**config.mk**
```make
export PLATFORM = sky130hd
export DESIGN_NAME = nor_reader
export DESIGN_NICKNAME = d
export VERILOG_FILES = /design/src/rtl/nor_reader.sv
export SDC_FILE = /design/constraint.sdc
export NUM_CORES = 1
export LEC_CHECK = 0
export CAP_MARGIN = 10
export CORE_ASPECT_RATIO = 0.7
export CORE_MARGIN = 2
export CORE_UTILIZATION = 40
export CTS_CLUSTER_SIZE = 40
export DETAILED_ROUTE_END_ITERATION = 6
export PLACE_DENSITY = 0.73
export RECOVER_POWER = 50
export SYNTH_ARGS = -nofsm -noshare
export SYNTH_HDL_FRONTEND = slang
export SYNTH_SLANG_ARGS = --single-unit
```
**constraint.sdc**
```tcl
create_clock -name clk_i -period 9.01 [get_ports clk_i]
set_clock_uncertainty 0.15 [all_clocks]
set_input_delay 1.802 -clock clk_i [delete_from_list [all_inputs] [get_ports clk_i]]
set_output_delay 1.802 -clock clk_i [all_outputs]
set_load 0.05 [all_outputs]
```
**src/rtl/nor_reader.sv**
```systemverilog
// QSPI NOR read initiator: one 32-bit little-endian word per request in 1-1-1, 2-2-2 or 4-4-4 mode.
// Define NOR_READER_BURST_EN to keep csb low after a read and stream a sequential follow-on word.
module nor_reader #(
  parameter logic [7:0]  CMD_SPI   = 8'h0B,
  parameter logic [7:0]  CMD_DPI   = 8'hBB,
  parameter logic [7:0]  CMD_QPI   = 8'hEB,
  parameter int unsigned DUMMY_SPI = 8,
  parameter int unsigned DUMMY_DPI = 8,
  parameter int unsigned DUMMY_QPI = 10,
  parameter int unsigned CSB_HIGH  = 4
) (
  input  logic        clk_i,
  input  logic        rst_ni,
  input  logic [1:0]  mode_i,
  input  logic        req_valid_i,
  output logic        req_ready_o,
  input  logic [23:0] req_addr_i,
  output logic        rsp_valid_o,
  output logic [31:0] rsp_data_o,
  output logic        sck_o,
  output logic        csb_o,
  output logic [3:0]  sio_o,
  output logic [3:0]  sio_oe_o,
  input  logic [3:0]  sio_i
);

  typedef enum logic [2:0] {StIdle, StCmd, StAddr, StDummy, StData, StGap, StHold} state_e;

  localparam logic [1:0] ModeSpi = 2'd0;
  localparam logic [1:0] ModeDpi = 2'd1;
  localparam logic [1:0] ModeQpi = 2'd2;

  state_e      state_q, state_d;
  logic        phase_q, phase_d;  // current sck level while a phase is running
  logic [5:0]  cnt_q, cnt_d;
  logic [1:0]  mode_q, mode_d;
  logic [23:0] addr_q, addr_d;
  logic [31:0] tx_q, tx_d;
  logic [31:0] rx_q, rx_d;
  logic [31:0] rsp_data_q, rsp_data_d;
  logic        rsp_valid_q, rsp_valid_d;
  logic        ready_q, ready_d;
  logic [1:0]  mode_sel;
  logic        handshake;

  // SCK cycles minus one spent in a phase for a given mode.
  function automatic logic [5:0] phase_len(input state_e st, input logic [1:0] m);
    logic [5:0] n;
    n = 6'd1;
    case (st)
      StCmd:   n = (m == ModeQpi) ? 6'd2 : (m == ModeDpi) ? 6'd4 : 6'd8;
      StAddr:  n = (m == ModeQpi) ? 6'd6 : (m == ModeDpi) ? 6'd12 : 6'd24;
      StDummy: n = (m == ModeQpi) ? 6'(DUMMY_QPI) : (m == ModeDpi) ? 6'(DUMMY_DPI) : 6'(DUMMY_SPI);
      StData:  n = (m == ModeQpi) ? 6'd8 : (m == ModeDpi) ? 6'd16 : 6'd32;
      default: n = 6'd1;
    endcase
    return n - 6'd1;
  endfunction

  assign mode_sel = (mode_i == 2'd3) ? ModeSpi : mode_i;

`ifdef NOR_READER_BURST_EN
  logic burst_match;
  assign burst_match = (req_addr_i == addr_q + 24'd4) && (mode_sel == mode_q);
  assign req_ready_o = ready_q | ((state_q == StHold) & req_valid_i & burst_match);
`else
  assign req_ready_o = ready_q;
`endif

  assign handshake = req_valid_i & req_ready_o;

  always_comb begin
    state_d     = state_q;
    phase_d     = phase_q;
    cnt_d       = cnt_q;
    mode_d      = mode_q;
    addr_d      = addr_q;
    tx_d        = tx_q;
    rx_d        = rx_q;
    rsp_data_d  = rsp_data_q;
    rsp_valid_d = 1'b0;
    unique case (state_q)
      StIdle: begin
        if (handshake) begin
          state_d = StCmd;
          phase_d = 1'b0;
          mode_d  = mode_sel;
          addr_d  = req_addr_i;
          cnt_d   = phase_len(StCmd, mode_sel);
          unique case (mode_sel)
            ModeDpi: tx_d = {CMD_DPI, req_addr_i};
            ModeQpi: tx_d = {CMD_QPI, req_addr_i};
            default: tx_d = {CMD_SPI, req_addr_i};
          endcase
        end
      end
      StCmd, StAddr, StDummy, StData: begin
        phase_d = ~phase_q;
        // Shift on the edge ending the high half, i.e. the falling sck edge.
        if (phase_q) begin
          if (state_q inside {StCmd, StAddr}) begin
            unique case (mode_q)
              ModeDpi: tx_d = {tx_q[29:0], 2'b00};
              ModeQpi: tx_d = {tx_q[27:0], 4'b0000};
              default: tx_d = {tx_q[30:0], 1'b0};
            endcase
          end
          if (state_q == StData) begin
            unique case (mode_q)
              ModeDpi: rx_d = {rx_q[29:0], sio_i[1:0]};
              ModeQpi: rx_d = {rx_q[27:0], sio_i};
              default: rx_d = {rx_q[30:0], sio_i[1]};
            endcase
          end
          if (cnt_q == 6'd0) begin
            unique case (state_q)
              StCmd: begin
                state_d = StAddr;
                cnt_d   = phase_len(StAddr, mode_q);
              end
              StAddr: begin
                state_d = StDummy;
                cnt_d   = phase_len(StDummy, mode_q);
              end
              StDummy: begin
                state_d = StData;
                cnt_d   = phase_len(StData, mode_q);
              end
              default: begin
                rsp_valid_d = 1'b1;
                rsp_data_d  = {rx_d[7:0], rx_d[15:8], rx_d[23:16], rx_d[31:24]};
`ifdef NOR_READER_BURST_EN
                state_d = StHold;
                cnt_d   = 6'd15;
`else
                state_d = StGap;
                cnt_d   = 6'(CSB_HIGH - 1);
`endif
              end
            endcase
          end else begin
            cnt_d = cnt_q - 6'd1;
          end
        end
      end
      StGap: begin
        if (cnt_q == 6'd0) state_d = StIdle;
        else               cnt_d   = cnt_q - 6'd1;
      end
`ifdef NOR_READER_BURST_EN
      StHold: begin
        if (handshake) begin
          state_d = StData;
          phase_d = 1'b0;
          addr_d  = req_addr_i;
          cnt_d   = phase_len(StData, mode_q);
        end else if (req_valid_i || cnt_q == 6'd0) begin
          state_d = StGap;
          cnt_d   = 6'(CSB_HIGH - 1);
        end else begin
          cnt_d = cnt_q - 6'd1;
        end
      end
`endif
      default: state_d = StIdle;
    endcase
  end

  assign ready_d = (state_d == StIdle);

  always_ff @(posedge clk_i or negedge rst_ni) begin
    if (!rst_ni) begin
      state_q     <= StIdle;
      phase_q     <= 1'b0;
      cnt_q       <= '0;
      mode_q      <= '0;
      addr_q      <= '0;
      tx_q        <= '0;
      rx_q        <= '0;
      rsp_data_q  <= '0;
      rsp_valid_q <= 1'b0;
      ready_q     <= 1'b0;
    end else begin
      state_q     <= state_d;
      phase_q     <= phase_d;
      cnt_q       <= cnt_d;
      mode_q      <= mode_d;
      addr_q      <= addr_d;
      tx_q        <= tx_d;
      rx_q        <= rx_d;
      rsp_data_q  <= rsp_data_d;
      rsp_valid_q <= rsp_valid_d;
      ready_q     <= ready_d;
    end
  end

  assign rsp_valid_o = rsp_valid_q;
  assign rsp_data_o  = rsp_data_q;
  assign sck_o       = phase_q & (state_q inside {StCmd, StAddr, StDummy, StData});
  assign csb_o       = ~(state_q inside {StCmd, StAddr, StDummy, StData, StHold});

  always_comb begin
    sio_o    = 4'b0000;
    sio_oe_o = 4'b0000;
    if (state_q inside {StCmd, StAddr}) begin
      unique case (mode_q)
        ModeDpi: begin
          sio_o    = {2'b00, tx_q[31:30]};
          sio_oe_o = 4'b0011;
        end
        ModeQpi: begin
          sio_o    = tx_q[31:28];
          sio_oe_o = 4'b1111;
        end
        default: begin
          sio_o    = {2'b11, 1'b0, tx_q[31]};
          sio_oe_o = 4'b1101;
        end
      endcase
    end else if (state_q inside {StDummy, StData, StHold}) begin
      // WP#/HOLD# stay driven high for the whole single-lane transaction.
      if (mode_q != ModeDpi && mode_q != ModeQpi) begin
        sio_o    = 4'b1100;
        sio_oe_o = 4'b1100;
      end
    end
  end

endmodule
```
### Yosys cells after proc, flatten, opt, wreduce, memory -nomap -nowiden

Cells that the tools add are included.

| word-level totals | value |
|---|---|
| bits in registers | 110 |
| bits of input ports | 33 |
| output and inout bits | 44 |
| logic and storage cells | 108 |

| operators by class | value |
|---|---|
| add/sub/neg operators | 5 |
| equality and inequality tests | 17 |
| muxes and demuxes | 54 |
| bitwise logic cells | 5 |
| reduce and logical (&&, ||, !) cells | 18 |

Operators with widths:

| operator | number |
|---|---|
| one-hot mux 32 bit (2 select lines) | 4 |
| two-way mux 32 bit | 4 |
| two-way mux 6 bit | 20 |
| one-hot mux 6 bit (3 select lines) | 2 |
| subtractor 6 x 1 -> 6 bit, second input constant | 5 |
| two-way mux 4 bit | 6 |
| one-hot mux 3 bit (3 select lines) | 2 |
| one-hot mux 4 bit (2 select lines) | 2 |
| two-way mux 3 bit | 4 |
| AND reduction 4 bit | 3 |
| two-way mux 5 bit | 2 |
| != test 2 bit, second input constant | 5 |
| == test 3 bit, second input constant | 3 |
| == test 2 bit, second input constant | 3 |
| == test 3 x 2 -> 1 bit, second input constant | 2 |
| logical NOT 3 bit | 2 |
| logical NOT 6 bit | 1 |
| AND reduction 2 bit | 3 |
| nonzero test 3 bit | 2 |
| two-way mux 1 bit | 5 |
| nonzero test 5 bit | 1 |
| == test 2 x 1 -> 1 bit, second input constant | 2 |
| two-way mux 2 bit | 2 |
| nonzero test 2 bit | 2 |
| 9 further kinds | 12 |

### Logic depth before layout (Yosys ltp)

Gate-level depths: netlist of run 1.

| logic depth | value |
|---|---|
| depth in word-level cells | 12 |
| depth in mapped cells | 12 |
| mapped depth without buffers | 10 |

### Worst setup path before layout of run 1

OpenSTA, ideal clock, no wires.

| timing path | value |
|---|---|
| path type | register to output |
| start | register mode_q[0] |
| end | output sio_oe_o[3] |
| arrival | 2485 ps |
| data required time | 7058 ps |
| slack | 4573 ps |
| stages on the path, launching flop included | 6 |
| buffers on the path | 3 |
| path through | dfrtp_1 -> ha_1 -> clkbuf_1 -> clkbuf_1 -> o21ai_0 -> buf_4 |

| between the ends | value |
|---|---|
| cells in the longest elaborated chain, start to end | 5 |
| elaborated cells on any way between the ends | 9 |
| those cells by class | 4 x eq/ne; 4 x mux; 1 x reduce/logical |

Ends and longest elaborated chain:

| what | RTL line | source |
|---|---|---|
| start: declaration | 36 | `logic [1:0] mode_q, mode_d;` |
| start signal: assignment | 187 | `mode_q <= mode_d;` |
| != test 2 x 1 -> 1 bit or != test 2 bit (tied branches) | 222 | `if (mode_q != ModeDpi && mode_q != ModeQpi) begin` |
| logical AND 1 bit | 222 |  |
| two-way mux 4 bit | 222 |  |
| two-way mux 4 bit | 220 | `end else if (state_q inside {StDummy, StData, StHold}) begin` |
| two-way mux 4 bit (*) | 205 | `if (state_q inside {StCmd, StAddr}) begin` |
| end: declaration | 23 | `output logic [3:0] sio_oe_o,` |

Mark *: on every way between the ends. The rest lies on a longest branch, timed or not.

### Worst setup path in the final report of run 1

| timing path | value |
|---|---|
| start | register mode_q[0] |
| end | output sio_o[0] |

| between the ends | value |
|---|---|
| cells in the longest elaborated chain, start to end | 3 |
| elaborated cells on any way between the ends | 4 |
| those cells by class | 2 x eq/ne; 2 x mux |

Ends and longest elaborated chain:

| what | RTL line | source |
|---|---|---|
| == test 2 bit or == test 2 x 1 -> 1 bit (tied branches) | 206 | `unique case (mode_q)` |
| one-hot mux 4 bit (2 select lines) (*) | 206 |  |
| two-way mux 4 bit (*) | 205 |  |
| end: declaration | 22 | `output logic [3:0] sio_o,` |

Marked as above.

==> results of run 1 <==
[Yosys cell counts (all sizes together), types with 2 or more instances]
library cell | count | area share (%)
a221oi | 4 | 0.98
nand3 | 5 | 0.41
a22oi | 59 | 7.3
o211ai | 5 | 0.62
and2 | 4 | 0.41
o22ai | 3 | 0.31
or2 | 2 | 0.21
a221o | 2 | 0.33
buf | 32 | 3.1
a21o | 2 | 0.25
nor2b | 4 | 0.41
a21oi | 54 | 4.5
a22o | 5 | 0.73
dfrtp | 109 | 45
mux2 | 2 | 0.37
nor2 | 75 | 4.7
o31a | 2 | 0.29
a31oi | 27 | 2.8
xor2 | 2 | 0.29
inv | 18 | 1.1
and3 | 8 | 0.83
nor3b | 4 | 0.58
nor3 | 5 | 0.41
clkbuf | 32 | 2.0
nand2 | 148 | 9.2
o2bb2ai | 2 | 0.29
o21ai | 98 | 8.1
ha | 11 | 2.3
[final timing paths]
kind	cells past startpoint	start	end
max in group asynchronous	2	rst_ni	cnt_q[1]
worst max-delay path	7	mode_q[0]	sio_o[0]
worst max register to register	5	mode_q[0]	rx_q[16]
min in group asynchronous	1	rst_ni	tx_q[5]
worst min register to register	2	rsp_data_o[8]	rsp_data_o[8]
worst min-delay path	2	rsp_data_o[8]	rsp_data_o[8]
[worst max-delay path, cell delays in order, from the launching register on]
cell and delay [ns]:
dfrtp_1 0.40, inv_1 0.08, ha_1 1.77, a22oi_1 0.28
nor2_1 0.19, a21oi_1 0.06, nor2_1 0.11, clkdlybuf4s50_1 0.81
[through the flow]
stage                     cell area (µm²)  hold WS (ns)  setup WS [ns]  util (%)  power (mW)
after floorplan                      6030         0.300           4.57         -        1.65
after global placement               6780         0.313           4.40      46.1        1.88
after detailed placement             6780         0.323           4.36      46.1        1.90
after CTS                            7080         0.339           3.98      48.1        2.31
after global routing                 7060         0.361           2.65      47.9        2.51
final                                7060         0.333           3.02      47.9        2.32
[per-layer routing]
metal  wire length [µm]  part of all wire, %  track usage (%)  vias up
li1                   -                    -                -     2653
met1               7950                   54             31.5     2528
met2               5860                   39             24.7      152
met3                929                  6.3             4.81       10
met4                116                 0.78             3.07        0
met5                  0                    0                0        -
[placed cells by master (no fill, tap or decap), drive strengths merged, types with 2 or more instances in the layout]
cell	count
clkdlybuf4s50	74
nor3	5
clkinv	4
nor3b	4
nor2	75
nand3	5
o21ai	98
xor2	2
o211ai	5
mux2	2
buf	4
dfrtp	109
clkinvlp	2
o22ai	3
a221o	2
clkbuf	11
or2	2
and3	8
a21o	2
and2	4
a22o	5
a31oi	27
nor2b	4
a22oi	59
o2bb2ai	2
a21oi	54
a221oi	4
inv	18
nand2	148
o31a	2
ha	11
[kinds of logic after synthesis]
logic type	after synthesis	synth area share, %
buffers and inverters	82	6.24
AND/OR/NAND/NOR	259	17.7
multiplexers	2	0.373
AO/OA/AOI/OAI	271	27.8
XOR/XNOR	3	0.436
flip-flops	109	45.2
adder cells (fa/ha/maj)	11	2.28
[cell type report]
cell class | instances | area, µm²
clock buffers | 9 | 225
clock inverters | 7 | 76.3
fillers | 1448 | 7660
inverters | 18 | 67.6
multi-input cells | 546 | 2930
flip-flops and latches | 109 | 2730
well taps | 195 | 244
repair buffers | 81 | 788
[registers in the layout (all words and copies together), names as in the netlist]
signal / flops
cnt_q: 6
rsp_valid_o: 1
rsp_data_o: 32
rx_q: 31
req_ready_o: 1
mode_q: 2
phase_q: 1
state_q: 3
tx_q: 32
[report_power, final]
| part | leakage (nW) | internal [mW] | switching [mW] |
|---|---|---|---|
| clock network | 0.142 | 0.217 | 0.186 |
| registers | 1.40 | 0.592 | 0.121 |
| logic | 1.31 | 0.427 | 0.776 |
| total | 2.85 | 1.24 | 1.08 |
==> run metrics, run 1 <==
MaxCap Viol Count=3; Final Max Tran Viols=about 230; final setup vio count=0; final period demand of the worst path=about 6 ns; Cell Rows=37; DPL Wire Length=about 9700 µm; failing checks=capacitance limit, slew limit; Post-Syn Nets=slightly below 800; DP Cell Count=approximately 950; Final Cycle Share=roughly 67%; vias per cell=roughly 5.5; final hold violation count=0; setup total negative slack=0 ns; vias post-DR=between 5000 and 6000; status=finished, violations left; # resized after CTS=0; Max FO, Critical Path=68; Seq cells post-synth=109; CTS clk-pin slew, worst paths=about 0.070 ns; Die Span X=about 150 µm; clk buf depth=2; Hold-fix buffers, CTS=0; Final GP Congestion=roughly 0.90; Syn-to-layout area delta=17.0%; H-Tree Level Count=3; Worst R2R Setup Slack=approximately 3.6 ns; ys flop type=dfrtp_1; cell area after synthesis=between 6000 and 7000 µm²; # diodes=0; asr flop ratio synth=between 90% and 100%; Yosys warnings=0; Port Buf Inserts=between 70 and 80; die span in y=between 100 and 150 µm; root buffer cell=clkbuf_16; WP data arrival=around 4 ns; TritonCTS clock tree=done; final wirelength=approximately 15000 µm; crit end category=primary output; vias in the first global route=around 4700; layout cells sized above 1=approximately 4.2%; Peak VDD IR=about 260 µV; clk sinks=between 100 and 150; post-route non-filler standard cell count=965; clk_lat worst skew=around 0.35 ns; first-pass GRT wire length=around 25000 µm; Ports=between 70 and 80; critical path required time=between 7 and 8 ns; CTS Buf Count=9; antenna violations before repair=0; Slew headroom=-186%; RSZ-0062 raised after global routing=false; Critical Path Source Type=flip-flop; power per cell area=around 330 nW/µm²; CP Class=flip-flop to primary output; Fmax=~0.17 GHz; cells after synthesis=approximately 740; nets@finish=roughly 800; Synth cell types=51; EDFF count, synth=0; Remaining DRCs=0; Die ar.=16100 µm²; Pre-antenna DRT Iters=6; Post-Syn Area per Cell=just over 8 µm²; leakage dissipation=2.85 nW; routed len/inst=about 15 µm; sequential element share of the synthesized area=around 45%; GRT Util Overall=a little under a fifth; Core ar.=~15000 µm²; Starting Density=41.0%; antenna viol nets, final=0; Hold WC Path Type=flip-flop to flip-flop; Congestion Overflow GR=0; pin count of the biggest net entering global routing=between 100 and 150; 1st-iter DRT viols=495; Least-Margin Pin Slew=between 4 and 5 ns; post-CTS setup buffer count=0
Note: power is estimated with default switching activity, not from simulation.
==> run 2: changes to the inputs <==
Clock period 9.01 ns to 6.1 ns, I/O delays scaled along.
==> run 2 against run 1 <==
  * Sequential share of layout area barely moved
  * Worst setup slack got worse by 1.2 ns
  * Non-clock buffer count unchanged
  * Count of clock-buffer cells in the layout up 4
  * Sequential cell count did not move
  * Critical path type is now flip-flop to flip-flop
  * Utilization barely moved
  * Global-route usage shrank 0.48 points
  * Register-to-register slack got worse by 1.8 ns
  * Power grew 46%
  * Largest power group unchanged
  * The flow still finishes with violations (capacitance limit, slew limit)
  * Final cell count shrank 0.10%
  * Die area is the same
  * Design area hardly changed
==> run metrics, run 2 (same netlist as run 1, synthesis figures left out) <==
clk sinks=109 (unchanged); Syn-to-layout area delta=17.0% (about the same); vias in the first global route=4570 (-1.7%); CTS clk-pin slew, worst paths=0.07 ns (about the same); setup total negative slack=0 ns (unchanged); Fmax=approximately 0.23 GHz; # diodes=0 (unchanged); routed len/inst=15.2 µm (-1.0%); Port Buf Inserts=76 (unchanged); Remaining DRCs=0 (unchanged); DPL Wire Length=9720 µm (+0.71%); Die Span X=151 µm (unchanged); Starting Density=41.0% (unchanged); final worst slack=1.77 ns (-1.25 ns); Hold WC Path Type=flip-flop to flip-flop; DP Cell Count=949 (unchanged); power per cell area=479 nW/µm² (+46%); crit end category=flip-flop; CTS Buf Count=9 (unchanged); Hold-fix buffers, CTS=0 (unchanged); RSZ-0062 raised after global routing=false; TritonCTS clock tree=done; Congestion Overflow GR=0 (unchanged); CP Class=flip-flop to flip-flop; die span in y=107 µm (unchanged); Worst R2R Setup Slack=1.77 ns (-1.78 ns); layout cells sized above 1=3.90% (-0.25 points); 1st-iter DRT viols=463 (-6.5%); Least-Margin Pin Slew=2.95 ns (-1.34 ns); crit-path max cell delay=1.30 ns (-0.47 ns); WP data arrival=4.42 ns (+0.38 ns); MaxCap Viol Count=2 (-1); r2r endpoint=rsp_data_o[25]; vias post-DR=5297 (-0.86%); clk_lat worst skew=0.35 ns (about the same); antenna viol nets, final=0 (unchanged); Core ar.=14700 µm² (unchanged); Slew headroom=-97.0% (+89 points); Final GP Congestion=0.872 (-3.2%); Die ar.=16100 µm² (unchanged); status=finished, violations left; utilization after layout=47.9% (about the same); hold_sp=rsp_data_o[4]; leakage dissipation=2.86 nW (+0.14%); first-pass GRT wire length=24000 µm (-3.1%); H-Tree Level Count=3 (unchanged); worst-path cell chain=nor2_1 -> nand3_1 -> or2_2 -> inv_2 -> mux2_2; # resized after CTS=0 (unchanged); antenna violations before repair=0 (unchanged); FF-to-FF path depth=5 (unchanged); Cell Rows=37 (unchanged); vias per cell=5.49 (-0.76%); final wirelength=14700 µm (-1.1%); Critical R2R Launch=state_q[1]; Ports=77 (unchanged); GRT Util Overall=18.6% (-0.48 points); worst slack, placed=2.19 ns (-2.17 ns); root buffer cell=clkbuf_16; commonest non-fill, non-tap cell in the layout=nand2_1; clk buf depth=2 (unchanged); Peak VDD IR=360 µV (+39%); final hold violation count=0 (unchanged); hold depth=2 (unchanged); Critical Path Source Type=flip-flop; pin count of the biggest net entering global routing=93 (-22%); critical path required time=6.19 ns (-0.87 ns); Final Cycle Share=between 70% and 80%; failing checks=capacitance limit, slew limit; Max FO, Critical Path=61 (-10%); nets@finish=809 (unchanged); post-CTS setup buffer count=0 (unchanged); critical path's slowest cell=nand3_1; commonest cells after routing, fill and taps aside=148 x nand2_1, 109 x dfrtp_1, 95 x o21ai_0; Pre-antenna DRT Iters=5 (-1); final setup vio count=0 (unchanged); final period demand of the worst path=between 4 and 5 ns; hold endpoint=rsp_data_o[4]; Final Max Tran Viols=118 (-48%); post-route non-filler standard cell count=964 (-0.10%)
run 2: cell type report:
| type | count | area [µm²] |
|---|---|---|
| fillers | 1475 | 7670 |
| multi-input cells | 546 | 2930 |
| flip-flops and latches | 109 | 2730 |
| repair buffers | 81 | 792 |
| clock buffers | 13 | 270 |
| well taps | 195 | 244 |
| inverters | 18 | 67.6 |
| clock inverters | 2 | 17.5 |
run 2: per-stage QoR:
| stage | instance area [µm²] | power [mW] | hold WS (ns) |
|---|---|---|---|
| detailed placement | 6780 | 2.81 | 0.321 |
| floorplan | 6030 | 2.43 | 0.300 |
| global route | 7050 | 3.65 | 0.351 |
| global placement | 6780 | 2.78 | 0.315 |
| CTS | 7070 | 3.39 | 0.336 |
| finish | 7050 | 3.38 | 0.330 |
run 2: worst max-delay path: cells and delay by family, from the launching register on:
kind                   cells  cell delay (ns)
buffers and inverters      1             0.20
flip-flops                 1             0.65
multiplexers               1             0.34
AND/OR/NAND/NOR            3             2.86
run 2: power breakdown:
group	total, mW	internal [mW]	switching (mW)
clock network	0.572	0.310	0.261
registers	1.05	0.875	0.178
logic	1.76	0.617	1.14
run 2: routing by layer:
metal / wire length, µm / GRT usage, % / part of all wire [%]
met2: 5880 / 24.8 / 40
met4: 168 / 4.14 / 1.1
met5: 0 / 0 / 0
met1: 7710 / 29.9 / 52
met3: 937 / 4.26 / 6.4
run 2: worst max-delay path by stage:
stage | start | end | slack (ns) | depth (start not counted)
2_1_floorplan | mode_q[0] | sio_oe_o[3] | 2.24 | 5
3_3_place_gp | state_q[1] | sio_oe_o[3] | 2.33 | 4
3_5_place_dp | state_q[1] | sio_oe_o[2] | 2.19 | 4
4_1_cts | state_q[1] | sio_oe_o[2] | 1.80 | 4
5_1_grt | state_q[1] | rsp_data_o[25] | 1.24 | 5
6_report | state_q[1] | rsp_data_o[25] | 1.77 | 5
==> run 3: changes to the inputs <==
Settings changed: PLACE_DENSITY 0.73 to 0.75.
Clock period 6.1 ns to 3.8 ns, I/O delays scaled along.
==> run 3 against run 2 <==
  * The flow now finishes without violations
  * Non-clock buffer count rose by 4
  * Utilization rose by 0.35 points
  * Power rose by 63%
  * Sequential cell count did not move
  * First-iteration DRC count rose by 9.7%
  * Sequential power rose by 60%
  * Via count rose by 0.38%
  * Count of clock-buffer cells in the layout fell by 4
  * Die area did not move
  * Largest cell class unchanged
==> run metrics, run 3 (same netlist as run 1, synthesis figures left out) <==
setup total negative slack=0 ns (unchanged); Syn-to-layout area delta=17.8%; antenna viol nets, final=0 (unchanged); RSZ-0062 raised after global routing=false; CTS clk-pin slew, worst paths=0.08 ns (about the same); Final GP Congestion=0.860 (-1.3%); Final Cycle Share=about nine tenths; GRT Util Overall=18.5% (-0.070 points); clk_lat worst skew=0.35 ns (about the same); Core ar.=14700 µm² (unchanged); status=complete, no violations; clk sinks=109 (unchanged); commonest cells after routing, fill and taps aside=148 x nand2_1, 109 x dfrtp_1, 95 x o21ai_0; Pre-antenna DRT Iters=6 (+1); design area=7100 µm² (+0.73%); register area=2730 µm² (unchanged); vias post-DR=5317 (+0.38%); CTS Buf Count=9 (unchanged); Final Max Tran Viols=0 (-100%); Congestion Overflow GR=0 (unchanged); Ports=77 (unchanged); CP Class=flip-flop to primary output; Remaining DRCs=0 (unchanged); clk buf depth=2 (unchanged); Gate power share=51.4% (-0.5 points); Cell Rows=37 (unchanged); WP data arrival=2.58 ns (-1.84 ns); vias in the first global route=4679 (+2.4%); Internal Dissipation=2.92 mW (+62%); Fmax=roughly 0.29 GHz; r2r endpoint=rsp_data_o[25]; H-Tree Level Count=3 (unchanged); part of the power in registers=30.6% (-0.6 points); critical path required time=2.89 ns (-3.30 ns); Pwr Total=5.50 mW (+63%); Critical Path End=sio_oe_o[3]; Critical R2R Launch=cnt_q[0]; leakage dissipation=2.89 nW (+1.2%); 1st-iter DRT viols=508 (+9.7%); root buffer cell=clkbuf_16; nets@finish=813 (+0.49%); routed len/inst=14.9 µm (-2.0%); layout cells sized above 1=4.91% (+1.0 points); final wirelength=14500 µm (-1.5%); FF-to-FF path depth=8 (+3); commonest non-fill, non-tap cell in the layout=nand2_1; Least-Margin Pin Slew=1.39 ns (-1.57 ns); Sw Share=46.8% (+0.12 points); Critical Path Source Type=flip-flop; Slew headroom=7.55% (+100 points); first-pass GRT wire length=24000 µm (about the same); MaxCap Viol Count=0 (-2); Die ar.=16100 µm² (unchanged); WHS=0.328 ns (-0.00223 ns); CP startpoint=state_q[2]; final hold violation count=0 (unchanged); Starting Density=41.0% (unchanged); TritonCTS clock tree=done; final period demand of the worst path=approximately 3.5 ns; Psw=2.57 mW (+63%); DP Area=6820 µm² (+0.63%); DPL Wire Length=9680 µm (-0.40%); Port Buf Inserts=76 (unchanged); multi-input logic area=2940 µm² (+0.17%); # diodes=0 (unchanged); # fillers=1431 (-3.0%); Max FO, Critical Path=19 (-69%); final setup vio count=0 (unchanged); Hold-fix buffers, CTS=0 (unchanged); antenna violations before repair=0 (unchanged); post-CTS setup buffer count=0 (unchanged); Worst R2R Setup Slack=0.84 ns (-0.93 ns); power per cell area=774 nW/µm² (+61%); hold depth=2 (unchanged); die span in y=107 µm (unchanged); Peak VDD IR=446 µV (+24%); clock power share=18.0% (+1.1 points); vias per cell=5.49 (-0.14%); crit end category=primary output; Die Span X=151 µm (unchanged); # resized after CTS=0 (unchanged); Hold WC Path Type=flip-flop to flip-flop; pin count of the biggest net entering global routing=93 (unchanged)
[run 3: power groups by stage]
stage	clock (mW)	sequential (mW)	combinational [mW]
3_5_place_dp	0	1.69	2.83
6_report	0.990	1.68	2.82
2_1_floorplan	0	1.61	2.30
3_3_place_gp	0	1.70	2.76
5_1_grt	1.07	1.72	3.15
4_1_cts	1.02	1.68	2.83
[run 3: worst min path at each step]
stage / slack (ns) / end / start
after floorplan: 0.30 / rx_q[30] / rx_q[30]
after global placement: 0.31 / rsp_data_o[4] / rsp_data_o[4]
after detailed placement: 0.32 / rsp_data_o[2] / rsp_data_o[2]
after CTS: 0.34 / tx_q[5] / rst_ni
after global routing: 0.35 / rsp_data_o[2] / rsp_data_o[2]
final: 0.33 / rsp_data_o[2] / rsp_data_o[2]
[run 3: through the flow]
stage                     worst slack (ns)  std cells  util [%]
after floorplan                      0.405        737         -
after global placement               0.768        953      46.4
after detailed placement             0.717        953      46.4
after CTS                            0.312        969      48.5
after global routing                0.0896        969      48.3
final                                0.311        969      48.3
[run 3: layout make-up]
cell class                      count  share of cell area, %
Multi-Input combinational cell    546                   41.4
Sequential cell                   109                   38.4
Timing Repair Buffer               85                   11.5
Tap cell                          195                   3.43
Clock buffer                        9                   3.17
Clock inverter                      7                   1.20
Inverter                           18                  0.951
[run 3: worst max-delay path, stage by stage, from the launching register on]
cell	delay (ns)
dfrtp_1	0.75
inv_2	0.20
o21ai_0	0.21
nand2_1	0.10
o21ai_0	0.13
clkdlybuf4s50_1	0.84
[run 3: routing by layer]
layer | up-vias | part of all wire (%) | track usage, %
met3 | 5 | 6.2 | 4.13
met4 | 0 | 0.77 | 4.41
li1 | 2650 | - | -
met5 | - | 0 | 0
met2 | 152 | 42 | 25.5
met1 | 2510 | 51 | 29.1
